### config.mk
export PLATFORM = sky130hd
export DESIGN_NAME = floo_axis_noc_bridge_multichannel
export DESIGN_NICKNAME = d
export VERILOG_FILES = /design/src/rtl/floo_axis_noc_bridge_multichannel.sv
export SDC_FILE = /design/constraint.sdc
export NUM_CORES = 1
export LEC_CHECK = 0
export BUFFER_PORTS_ARGS = -buffer_cell sky130_fd_sc_hd__buf_4
export CAP_MARGIN = 30
export CORE_MARGIN = 2
export CORE_UTILIZATION = 41
export CTS_CLUSTER_SIZE = 14
export DETAILED_ROUTE_END_ITERATION = 16
export PLACE_DENSITY_LB_ADDON = 0.25
export SETUP_SLACK_MARGIN = 0.1
export SLEW_MARGIN = 20
export SYNTH_ARGS = -nofsm -noshare
export SYNTH_HDL_FRONTEND = slang
export SYNTH_SLANG_ARGS = --single-unit
### constraint.sdc
create_clock -name clk_i -period 8.5 [get_ports clk_i]
set_clock_uncertainty 0.05 [all_clocks]
set_input_delay 1.275 -clock clk_i [delete_from_list [all_inputs] [get_ports clk_i]]
set_output_delay 1.275 -clock clk_i [all_outputs]
set_load 0.01 [all_outputs]
### src/rtl/floo_axis_noc_bridge_multichannel.sv
// floo_axis_noc_bridge_multichannel: round-robin mux of NoC flit channels onto one AXIS link and per-channel FIFO demux back.
// Optional saturating discard counter enabled by defining FLOO_AXIS_BRIDGE_DROP_CNT_EN.
module floo_axis_noc_bridge_multichannel #(
  parameter int NumChannels = 2,
  parameter int FlitDataWidth = 64,
  parameter int RxFifoDepth = 2,
  localparam int ChanIdxWidth = $clog2(NumChannels) > 1 ? $clog2(NumChannels) : 1,
  localparam int AxisDataWidth = ChanIdxWidth + FlitDataWidth
) (
  input  logic                                 clk_i,
  input  logic                                 rst_i,
  input  logic [NumChannels-1:0]               flit_in_valid_i,
  output logic [NumChannels-1:0]               flit_in_ready_o,
  input  logic [NumChannels*FlitDataWidth-1:0] flit_in_data_i,
  output logic [NumChannels-1:0]               flit_out_valid_o,
  input  logic [NumChannels-1:0]               flit_out_ready_i,
  output logic [NumChannels*FlitDataWidth-1:0] flit_out_data_o,
  output logic                                 axis_out_tvalid_o,
  input  logic                                 axis_out_tready_i,
  output logic [AxisDataWidth-1:0]             axis_out_tdata_o,
  input  logic                                 axis_in_tvalid_i,
  output logic                                 axis_in_tready_o,
  input  logic [AxisDataWidth-1:0]             axis_in_tdata_i,
  output logic [15:0]                          drop_cnt_o,
  output logic                                 drop_pulse_o
);
  localparam int PtrW = RxFifoDepth > 1 ? $clog2(RxFifoDepth) : 1;
  localparam int CntW = $clog2(RxFifoDepth + 1);
  typedef logic [ChanIdxWidth-1:0] idx_t;
  logic tx_valid;
  logic [AxisDataWidth-1:0] tx_data;
  idx_t rr_ptr;
  idx_t gnt;
  logic gnt_found;
  logic tx_can;
  logic tx_acc;
  always_comb begin
    gnt = '0;
    gnt_found = 1'b0;
    for (int i = 0; i < NumChannels; i++) begin
      if (!gnt_found && flit_in_valid_i[(int'(rr_ptr) + i) % NumChannels]) begin
        gnt = idx_t'((int'(rr_ptr) + i) % NumChannels);
        gnt_found = 1'b1;
      end
    end
  end
  assign tx_can = !tx_valid || axis_out_tready_i;
  assign tx_acc = !rst_i && tx_can && gnt_found;
  assign flit_in_ready_o = tx_acc ? NumChannels'(1) << gnt : '0;
  assign axis_out_tvalid_o = tx_valid && !rst_i;
  assign axis_out_tdata_o = tx_data;
  always_ff @(posedge clk_i) begin
    if (rst_i) begin
      tx_valid <= 1'b0;
      tx_data <= '0;
      rr_ptr <= '0;
    end else if (tx_can) begin
      tx_valid <= gnt_found;
      if (gnt_found) begin
        tx_data <= {gnt, flit_in_data_i[gnt*FlitDataWidth +: FlitDataWidth]};
        rr_ptr <= gnt == idx_t'(NumChannels - 1) ? '0 : gnt + 1'b1;
      end
    end
  end
  idx_t rx_idx;
  logic rx_idx_ok;
  logic rx_drop;
  logic drop_q;
  logic [NumChannels-1:0] fifo_full;
  logic [NumChannels-1:0] rx_push;
  logic [NumChannels-1:0] fifo_pop;
  assign rx_idx = axis_in_tdata_i[AxisDataWidth-1 -: ChanIdxWidth];
  assign rx_idx_ok = {1'b0, rx_idx} < (ChanIdxWidth + 1)'(NumChannels);
  // Only the addressed FIFO can stall the link; beats to nonexistent channels are always swallowed.
  assign axis_in_tready_o = !rst_i && (rx_idx_ok ? !fifo_full[rx_idx] : 1'b1);
  assign rx_drop = axis_in_tvalid_i && axis_in_tready_o && !rx_idx_ok;
  for (genvar c = 0; c < NumChannels; c++) begin : g_fifo
    logic [FlitDataWidth-1:0] mem [RxFifoDepth];
    logic [PtrW-1:0] wr_ptr;
    logic [PtrW-1:0] rd_ptr;
    logic [CntW-1:0] cnt;
    assign fifo_full[c] = cnt == CntW'(RxFifoDepth);
    assign rx_push[c] = axis_in_tvalid_i && axis_in_tready_o && rx_idx_ok && rx_idx == idx_t'(c);
    assign flit_out_valid_o[c] = !rst_i && cnt != '0;
    assign fifo_pop[c] = flit_out_valid_o[c] && flit_out_ready_i[c];
    assign flit_out_data_o[c*FlitDataWidth +: FlitDataWidth] = mem[rd_ptr];
    always_ff @(posedge clk_i) begin
      if (rx_push[c]) mem[wr_ptr] <= axis_in_tdata_i[FlitDataWidth-1:0];
    end
    always_ff @(posedge clk_i) begin
      if (rst_i) begin
        wr_ptr <= '0;
        rd_ptr <= '0;
        cnt <= '0;
      end else begin
        if (rx_push[c]) wr_ptr <= wr_ptr == PtrW'(RxFifoDepth - 1) ? '0 : wr_ptr + 1'b1;
        if (fifo_pop[c]) rd_ptr <= rd_ptr == PtrW'(RxFifoDepth - 1) ? '0 : rd_ptr + 1'b1;
        cnt <= cnt + CntW'(rx_push[c]) - CntW'(fifo_pop[c]);
      end
    end
  end
  always_ff @(posedge clk_i) begin
    drop_q <= !rst_i && rx_drop;
  end
  assign drop_pulse_o = drop_q && !rst_i;
`ifdef FLOO_AXIS_BRIDGE_DROP_CNT_EN
  logic [15:0] drop_cnt;
  always_ff @(posedge clk_i) begin
    if (rst_i) drop_cnt <= '0;
    else if (rx_drop && drop_cnt != 16'hFFFF) drop_cnt <= drop_cnt + 16'd1;
  end
  assign drop_cnt_o = drop_cnt;
`else
  assign drop_cnt_o = '0;
`endif
endmodule

=== Word level (Yosys, flattened, before mapping) ===
Memory sizes are Yosys's and may differ from the RTL's. A register that Yosys moved wholly into a read port is not among the register bits.
Cells that the tools add are included.

* Add/sub/neg operators: 10
* $mul: 0
* Div/mod/pow operators: 0
* Order comparisons: 3
* Equality and inequality tests: 2
* Shifts and indexed selects: 2
* Multiplexer cells: 25
* Bitwise gates (word level): 2
* Reductions and logical operators: 20

{| class="wikitable"
|+ Operators by type and width
! operator !! number
|-
| indexed part select 128 x 8 -> 64 bit || 1
|-
| two-way mux 1 bit || 24
|-
| logical AND 1 bit || 12
|-
| adder 1 bit (second input constant) || 6
|-
| adder 2 x 1 -> 2 bit || 2
|-
| == test 2 bit (second input constant) || 2
|-
| zero test 1 bit || 4
|-
| less-than comparator 1 x 2 -> 1 bit (second input constant) || 2
|-
| nonzero test 2 bit || 2
|-
| subtractor 2 x 1 -> 2 bit || 2
|-
| less-than comparator 2 x 3 -> 1 bit (second input constant) || 1
|-
| two-way mux 2 bit || 1
|-
| AND reduction 2 bit || 1
|-
| << shifter 1 x 1 -> 2 bit (first input constant) || 1
|-
| bitwise AND 1 bit (first input constant) || 1
|-
| logical OR 1 bit || 1
|-
| NOT 1 bit || 1
|}

* Register bits: 75
* Bits in latches: 0
* RAM bits: 256
* ROM bits: 0
* Input bits: 201
* Output and inout bits: 216
* Word-level logic and storage cells: 75
* Memories: 2

{| class="wikitable"
|+ Memories
! name !! words !! bits a word !! read ports !! clocked after memory_dff !! wr ports !! line !! source
|-
| g_fifo[0].mem || 2 || 64 || 1 || 1 || 1 || 78 || <nowiki>logic [FlitDataWidth-1:0] mem [RxFifoDepth];</nowiki>
|-
| g_fifo[1].mem || 2 || 64 || 1 || 1 || 1 || 78 ||
|}

=== Depth between registers and ports, before layout ===
Gate-level depths: netlist of the first run.

* Depth in word-level cells: 9
* Gate-level depth with buffers: 9

=== Least setup slack after synthesis of the first run ===
No wires, ideal clock.

* Path kind: input to register
* Start point: input port rst_i
* End point: memory g_fifo[0].mem[0][0], enable pin
* Library setup time: 0.654 ns
* Arrival: 7.719 ns
* Data required time: 7.796 ns
* Slack: 0.077 ns
* Stages on the path: 3
* Path through: buf_2 > nand2b_1 > nor4_1

* Word-level cells in the longest chain between the ends: 6

{| class="wikitable"
|+ RTL lines
! element !! line !! source
|-
| start, declared || 11 || <nowiki>input logic rst_i,</nowiki>
|-
| zero test 1 bit || n/a ||
|-
| logical AND 1 bit || 75 || <nowiki>assign axis_in_tready_o = !rst_i && (rx_idx_ok ? !fifo_full[rx_idx] : 1'b1);</nowiki>
|-
| logical AND 1 bit (2 in series) || 83 || <nowiki>assign rx_push[c] = axis_in_tvalid_i && axis_in_tready_o && rx_idx_ok && rx_idx == idx_t'(c);</nowiki>
|-
| two-way mux 1 bit || 88 || <nowiki>if (rx_push[c]) mem[wr_ptr] <= axis_in_tdata_i[FlitDataWidth-1:0];</nowiki>
|-
| two-way mux 1 bit (not written as such) || 88 ||
|-
| end, declared || 78 ||
|}

Every way passes these cells.

=== Worst setup path after layout of the first run ===
* Start point: input port axis_out_tready_i
* End point: output port flit_in_ready_o[1]

* Word-level cells in the longest chain between the ends: 4

{| class="wikitable"
|+ RTL lines
! element !! line !! source
|-
| start, declared || 19 || <nowiki>input logic axis_out_tready_i,</nowiki>
|-
| logical OR 1 bit || 47 || <nowiki>assign tx_can = !tx_valid || axis_out_tready_i;</nowiki>
|-
| logical AND 1 bit (2 in series) || 48 || <nowiki>assign tx_acc = !rst_i && tx_can && gnt_found;</nowiki>
|-
| two-way mux 2 bit || 49 || <nowiki>assign flit_in_ready_o = tx_acc ? NumChannels'(1) << gnt : '0;</nowiki>
|-
| end, declared || 13 || <nowiki>output logic [NumChannels-1:0] flit_in_ready_o,</nowiki>
|}

Every way passes these cells.

==> out/metrics.cfg, run 1 <==
[setup_path]
crit_chain=buf_4, nand2b_2, buf_4, and4b_1, buf_4
critPathLaunchType=input pin
cp.depth=5
cpMostUsedCell=buf_4
worstSetupPathType=in2out
crit_buf_inv=3
endpoint=flit_in_ready_o[1]
r2r_start=g_fifo[0].cnt[1]
crit_required_ns=7.17
crit_fanout=94
timing.critical_path.from=axis_out_tready_i
reg2reg_depth=3
critical_path_arrival_ns=2.69
crit_family=buffers and inverters
reg2reg_setup_slack_ns=5.92
rr_endpoint=g_fifo[0].mem[0][14]
critPathSlowestCell=buf_4
end_kind=output port
max_stage_delay_ns=0.66

[synth]
synth-edff-count=256
yosysSeqAreaShare_pct=71.6
synth_area_leaders=edfxtp_1 (60%), dfxtp_1 (12%), mux2_2 (11%), and4b_1 (2.9%), a221o_1 (2.8%)
mappedNetlistArea_um2=12900
async_flop_share_pct=0
ys_seq_elements=333
syn_inst=787
yosys.area.top_type_share_pct=59.6
yosys_warnings=0
yosysUniqueCellTypes=38
synth.avg_cell_area_um2=16.4
synth-main-ff-cell=edfxtp_1
yosysTopAreaCell=edfxtp_1

[finish]
postLayoutCellArea_um2=17300
finish.net_count=1383
areaGrowthSynthToFinish_pct=34.2
n_fill_cell=2534
post_route_cells_drive_above_1_share_pct=49.5
multi_input_area_um2=3270
post-route-util_pct=56.3
seq_area_um2=9230

[sta]
tightest_slew_ns=0.916
drv_slew=0
fmax_ghz=0.249
setup_ws_ns=4.49
min_period_ns=4.01
min_period_over_period_pct=47.2
timing.final.hold_violations=0
setup_viol=0
slew_headroom_pct=38.5
rsz0062_at_grt=no
tns_ns=0

[routing]
first_iter_violations=572
drt-total-wl_mm=32.5
via_per_inst=5.18
drtAntennaViolNets=0
drc=0
vias=8303
first_pass_iters=5
drt-wirelength-per-cell_um=20.3

[clocking]
clock_path_buffers=3
cts_sinks=333
postCtsSetupBuffers=0
cts_tree=built
htreeDepth=2
cts.clk_slew.worst_paths_ns=0.06
cts_root_buf=clkbuf_16
hold_buffers=0
cts_buffers=35
ctsResizeCount=0
clk_latency_ns=0.50

[place]
place_ws_ns=4.55
hpwl_mm=21.2
port_buffers=399
place_congestion=0.788
placedInstanceArea_um2=16200

[power_and_ir_drop]
p_clk_share_pct=38.5
comb_power_share_pct=11.3
power.share.sequential_pct=50.2
leakagePower_nw=6.77
pwr_density_cell_nw_per_um2=211
p_int_mw=2.85
p_switching_mw=0.813
switching_share_pct=22.2
irDropWorstVdd_mv=0.133

[hold_path]
hold_class=reg2reg

[global_route]
grt_first_pass_wirelength_mm=48.3
antenna_found_initial=1
grt_usage_pct=19.0
grt_pass1_vias=8307
overflow=0
grt_max_degree=95

[floorplanning]
initial_core_util_pct=41.9
die_h_um=181
dieArea_um2=32900
core_um2=30700
die_w_um=181
io_pins=417
rows=64

[status]
status=finished, final reports clean

[job]
drv_cap=0

## Yosys cell counts, types with 3 or more instances
master and count:
edfxtp_1 256, nor2b_1 4, a21oi_1 7, inv_1 10, buf_6 7, buf_2 26
a31oi_1 28, nor2_1 5, nand2b_1 4, dfxtp_1 77, buf_4 23, o21ai_0 29
ha_1 4, nand4_1 28, a21o_1 3, and4b_1 37, nand3_1 29, clkbuf_1 21
and2_1 3, mux2_2 128, a221o_1 36
## kinds of logic (layout without fill, tap and decap cells)
kind of cell / count (synthesis) / in the layout / synth area share, %
multiplexers: 128 / 128 / 11.2
adder cells (fa/ha/maj): 4 / 4 / 0.388
AO/OA/AOI/OAI: 110 / 110 / 6.16
flip-flops: 333 / 333 / 71.6
buffers and inverters: 87 / 489 / 3.86
other: 1 / 18 / 0.0291
AND/OR/NAND/NOR: 121 / 121 / 6.62
XOR/XNOR: 3 / 3 / 0.204
## power groups by stage
stage          registers, mW  logic, mW  clock network [mW]
2_1_floorplan           1.88      0.182                   0
3_3_place_gp            1.87      0.409                   0
3_5_place_dp            1.87      0.413                   0
4_1_cts                 1.84      0.414                1.45
5_1_grt                 1.84      0.444                1.51
6_report                1.84      0.414                1.41
## stage by stage
step	std cells	hold WS, ns	total power [mW]
global route	1602	0.434	3.79
floorplan	803	0.390	2.06
detailed placement	1534	0.396	2.28
CTS	1598	0.412	3.70
global placement	1532	0.389	2.28
finish	1602	0.408	3.66
## area by class of cell
class | count | share of cell area [%]
clock inverter | 18 | 0.679
multi-input combinational | 383 | 18.9
clock buffer | 46 | 5.48
timing repair buffer | 415 | 18.5
tap | 396 | 2.86
sequential | 333 | 53.3
inverter | 10 | 0.217
antenna | 1 | 0.0145
## flip-flops by register name, indices dropped and copies added, names as in the netlist, named ones only
| signal | cells |
|---|---|
| g_fifo.cnt | 4 |
| g_fifo.wr_ptr | 2 |
| tx_valid | 1 |
| g_fifo.rd_ptr | 2 |
| g_fifo.mem | 256 |
| axis_out_tdata_o | 65 |
| rr_ptr | 1 |
## placed cells by master (no fill, tap or decap), types with 2 or more instances in the layout
master / instances
edfxtp_1: 256
clkinv_1: 12
o21bai_1: 2
and2_1: 2
nor2b_1: 4
dfxtp_1: 75
or3_1: 2
buf_16: 4
nor2_1: 5
a21o_1: 3
a221o_1: 36
o21ba_1: 2
o21ai_0: 29
nand4_1: 28
buf_4: 410
a31oi_1: 28
inv_1: 9
nand2b_1: 3
and4b_1: 37
ha_1: 4
clkbuf_16: 36
xor2_1: 2
clkbuf_1: 9
nand3_1: 29
conb_1: 17
clkinv_2: 2
mux2_2: 128
a21oi_1: 7
nor3_1: 2
## per-layer routing
metal  global-route usage (%)  vias up  share of wire, %
li1                         -     3859                 -
met1                     23.3     4034                39
met2                     32.0      359                50
met3                     5.56       51               8.6
met4                     6.70        0               2.3
met5                        0        -                 0
## how the worst min path moves through the flow
stage	startpoint	to	slack (ns)	cells after the start
3_3_place_gp	axis_out_tdata_o[64]	axis_out_tdata_o[64]	0.39	1
6_report	axis_out_tdata_o[64]	axis_out_tdata_o[64]	0.41	1
2_1_floorplan	rr_ptr	rr_ptr	0.39	1
5_1_grt	axis_out_tdata_o[64]	axis_out_tdata_o[64]	0.43	1
4_1_cts	axis_out_tdata_o[64]	axis_out_tdata_o[64]	0.41	1
3_5_place_dp	axis_out_tdata_o[64]	axis_out_tdata_o[64]	0.40	1
Power figures use the tool's default switching activity.
==> run 2: changes to the inputs <==
Clock period 8.5 ns to 3.2 ns, I/O delays scaled along.
==> run 2 against run 1 <==
Count of clock-buffer cells in the layout grew 2. Wire length increased by 0.98%. Critical endpoint unchanged. Critical path depth is 2 lower. Sequential cell count stayed put. Worst setup slack worse by 3.9 ns. Global-route usage increased by 0.21 points. Combinational power increased to 2.7 times the previous value. Sequential share of layout area fell by 0.14 points.
==> out/metrics.cfg, run 2 (same netlist as run 1, synthesis figures left out) <==
[floorplanning]
dieArea_um2=32900
io_pins=417
rows=64
initial_core_util_pct=41.9
core_um2=30700
die_w_um=181
die_h_um=181

[setup_path]
critPathLaunchType=flop
critical_path_arrival_ns=2.08
worstSetupPathType=reg2out
crit_required_ns=2.67
crit_fanout=23
end_kind=output port

[sta]
fmax_ghz=0.383
slew_headroom_pct=39.4
rsz0062_at_grt=no
min_period_over_period_pct=81.7
drv_slew=0
setup_viol=0
min_period_ns=2.61
setup_ws_ns=0.586
timing.final.hold_violations=0
tightest_slew_ns=0.908

[routing]
drc=0
drt-total-wl_mm=32.8
drt-wirelength-per-cell_um=20.5
drt-met1-wl_mm=13.2
via_per_inst=5.22
first_pass_iters=4
met2_length_mm=16.2
dr_wl_met3_mm=2.52
drtAntennaViolNets=0
highest_layer=met4
vias=8383
first_iter_violations=447

[place]
hpwl_mm=21.6
place_inst=1539
place_congestion=0.828
place_ws_ns=0.756
placedInstanceArea_um2=16200
port_buffers=399

[global_route]
grt_max_degree=94
grt_first_pass_wirelength_mm=49.0
overflow=0
antenna_found_initial=1
grt_pass1_vias=8341
grt_usage_pct=19.2

[clocking]
hold_buffers=0
cts.clk_slew.worst_paths_ns=0.06
cts_root_buf=clkbuf_16
postCtsSetupBuffers=0
cts_buffers=36
htreeDepth=2
clk_latency_ns=0.50
clock_path_buffers=3
cts_tree=built
ctsResizeCount=0
cts_sinks=333

[power_and_ir_drop]
pwr_density_cell_nw_per_um2=569
power.share.sequential_pct=49.4
p_clk_share_pct=39.5
comb_power_share_pct=11.1
p_switching_mw=2.19
p_int_mw=7.68
irDropWorstVdd_mv=0.343
switching_share_pct=22.2
leakagePower_nw=6.80

[finish]
finish.net_count=1386
regMostFlops=g_fifo.mem
postLayoutCellArea_um2=17300
areaGrowthSynthToFinish_pct=34.5
final_common_cell=buf_4
largest_reg_flops=256
fin_cells=1605
post_route_cells_drive_above_1_share_pct=50.0
layout_common_cells=buf_4 (411), edfxtp_1 (256), mux2_2 (128), dfxtp_1 (75)
post-route-util_pct=56.4

[status]
status=finished, final reports clean

[job]
drv_cap=0

[hold_path]
hold_class=in2reg

run 2: cell count changes in the layout (fill, tap and decap cells not counted), sizes merged:
cell / previous run / this run
buf: 415 / 417
bufinv: 1 / 2
clkbuf: 46 / 48
clkinv: 15 / 11
clkinvlp: 1 / 2
inv: 11 / 12
run 2: final timing paths:
kind                   startpoint              endpoint  slack, ns  cells after the start
max                        rr_ptr    flit_in_ready_o[1]       0.59                      3
min           axis_in_tdata_i[28]  g_fifo[0].mem[1][28]       0.12                      1
max reg2reg                rr_ptr   axis_out_tdata_o[2]       1.20                      4
min reg2reg  axis_out_tdata_o[64]  axis_out_tdata_o[64]       0.42                      1
run 2: cell type report:
class	instances	area (um2)
repair buffers	417	3210
inverters	10	37.5
well taps	396	495
multi-input cells	383	3270
diodes	1	2.50
clock buffers	48	967
clock inverters	17	140
fillers	2526	13400
flip-flops and latches	333	9230
run 2: routing by layer:
| metal | vias up | global-route usage [%] |
|---|---|---|
| li1 | 3872 | - |
| met1 | 4119 | 23.8 |
| met2 | 337 | 32.4 |
| met3 | 55 | 5.28 |
| met4 | 0 | 6.93 |
| met5 | - | 0 |
run 2: critical path, stage by stage, from the launching register on:
cell,delay [ns]
dfxtp_1,0.38
nand2b_1,0.14
and4b_1,0.81
buf_4,0.25
run 2: power groups by stage:
stage                     registers (mW)  logic, mW  clock network [mW]
after floorplan                     4.99      0.486                   0
after global placement              4.96       1.09                   0
after detailed placement            4.96       1.11                   0
after CTS                           4.88       1.11                3.98
after global routing                4.89       1.18                4.16
final                               4.88       1.10                3.89
run 2: metrics by stage:
stage | hold WS [ns] | total power, mW | setup TNS, ns
floorplan | 0.390 | 5.47 | -5.69
global placement | 0.394 | 6.06 | 0
detailed placement | 0.394 | 6.07 | 0
CTS | 0.100 | 9.97 | 0
global route | 0.100 | 10.2 | 0
finish | 0.123 | 9.87 | 0
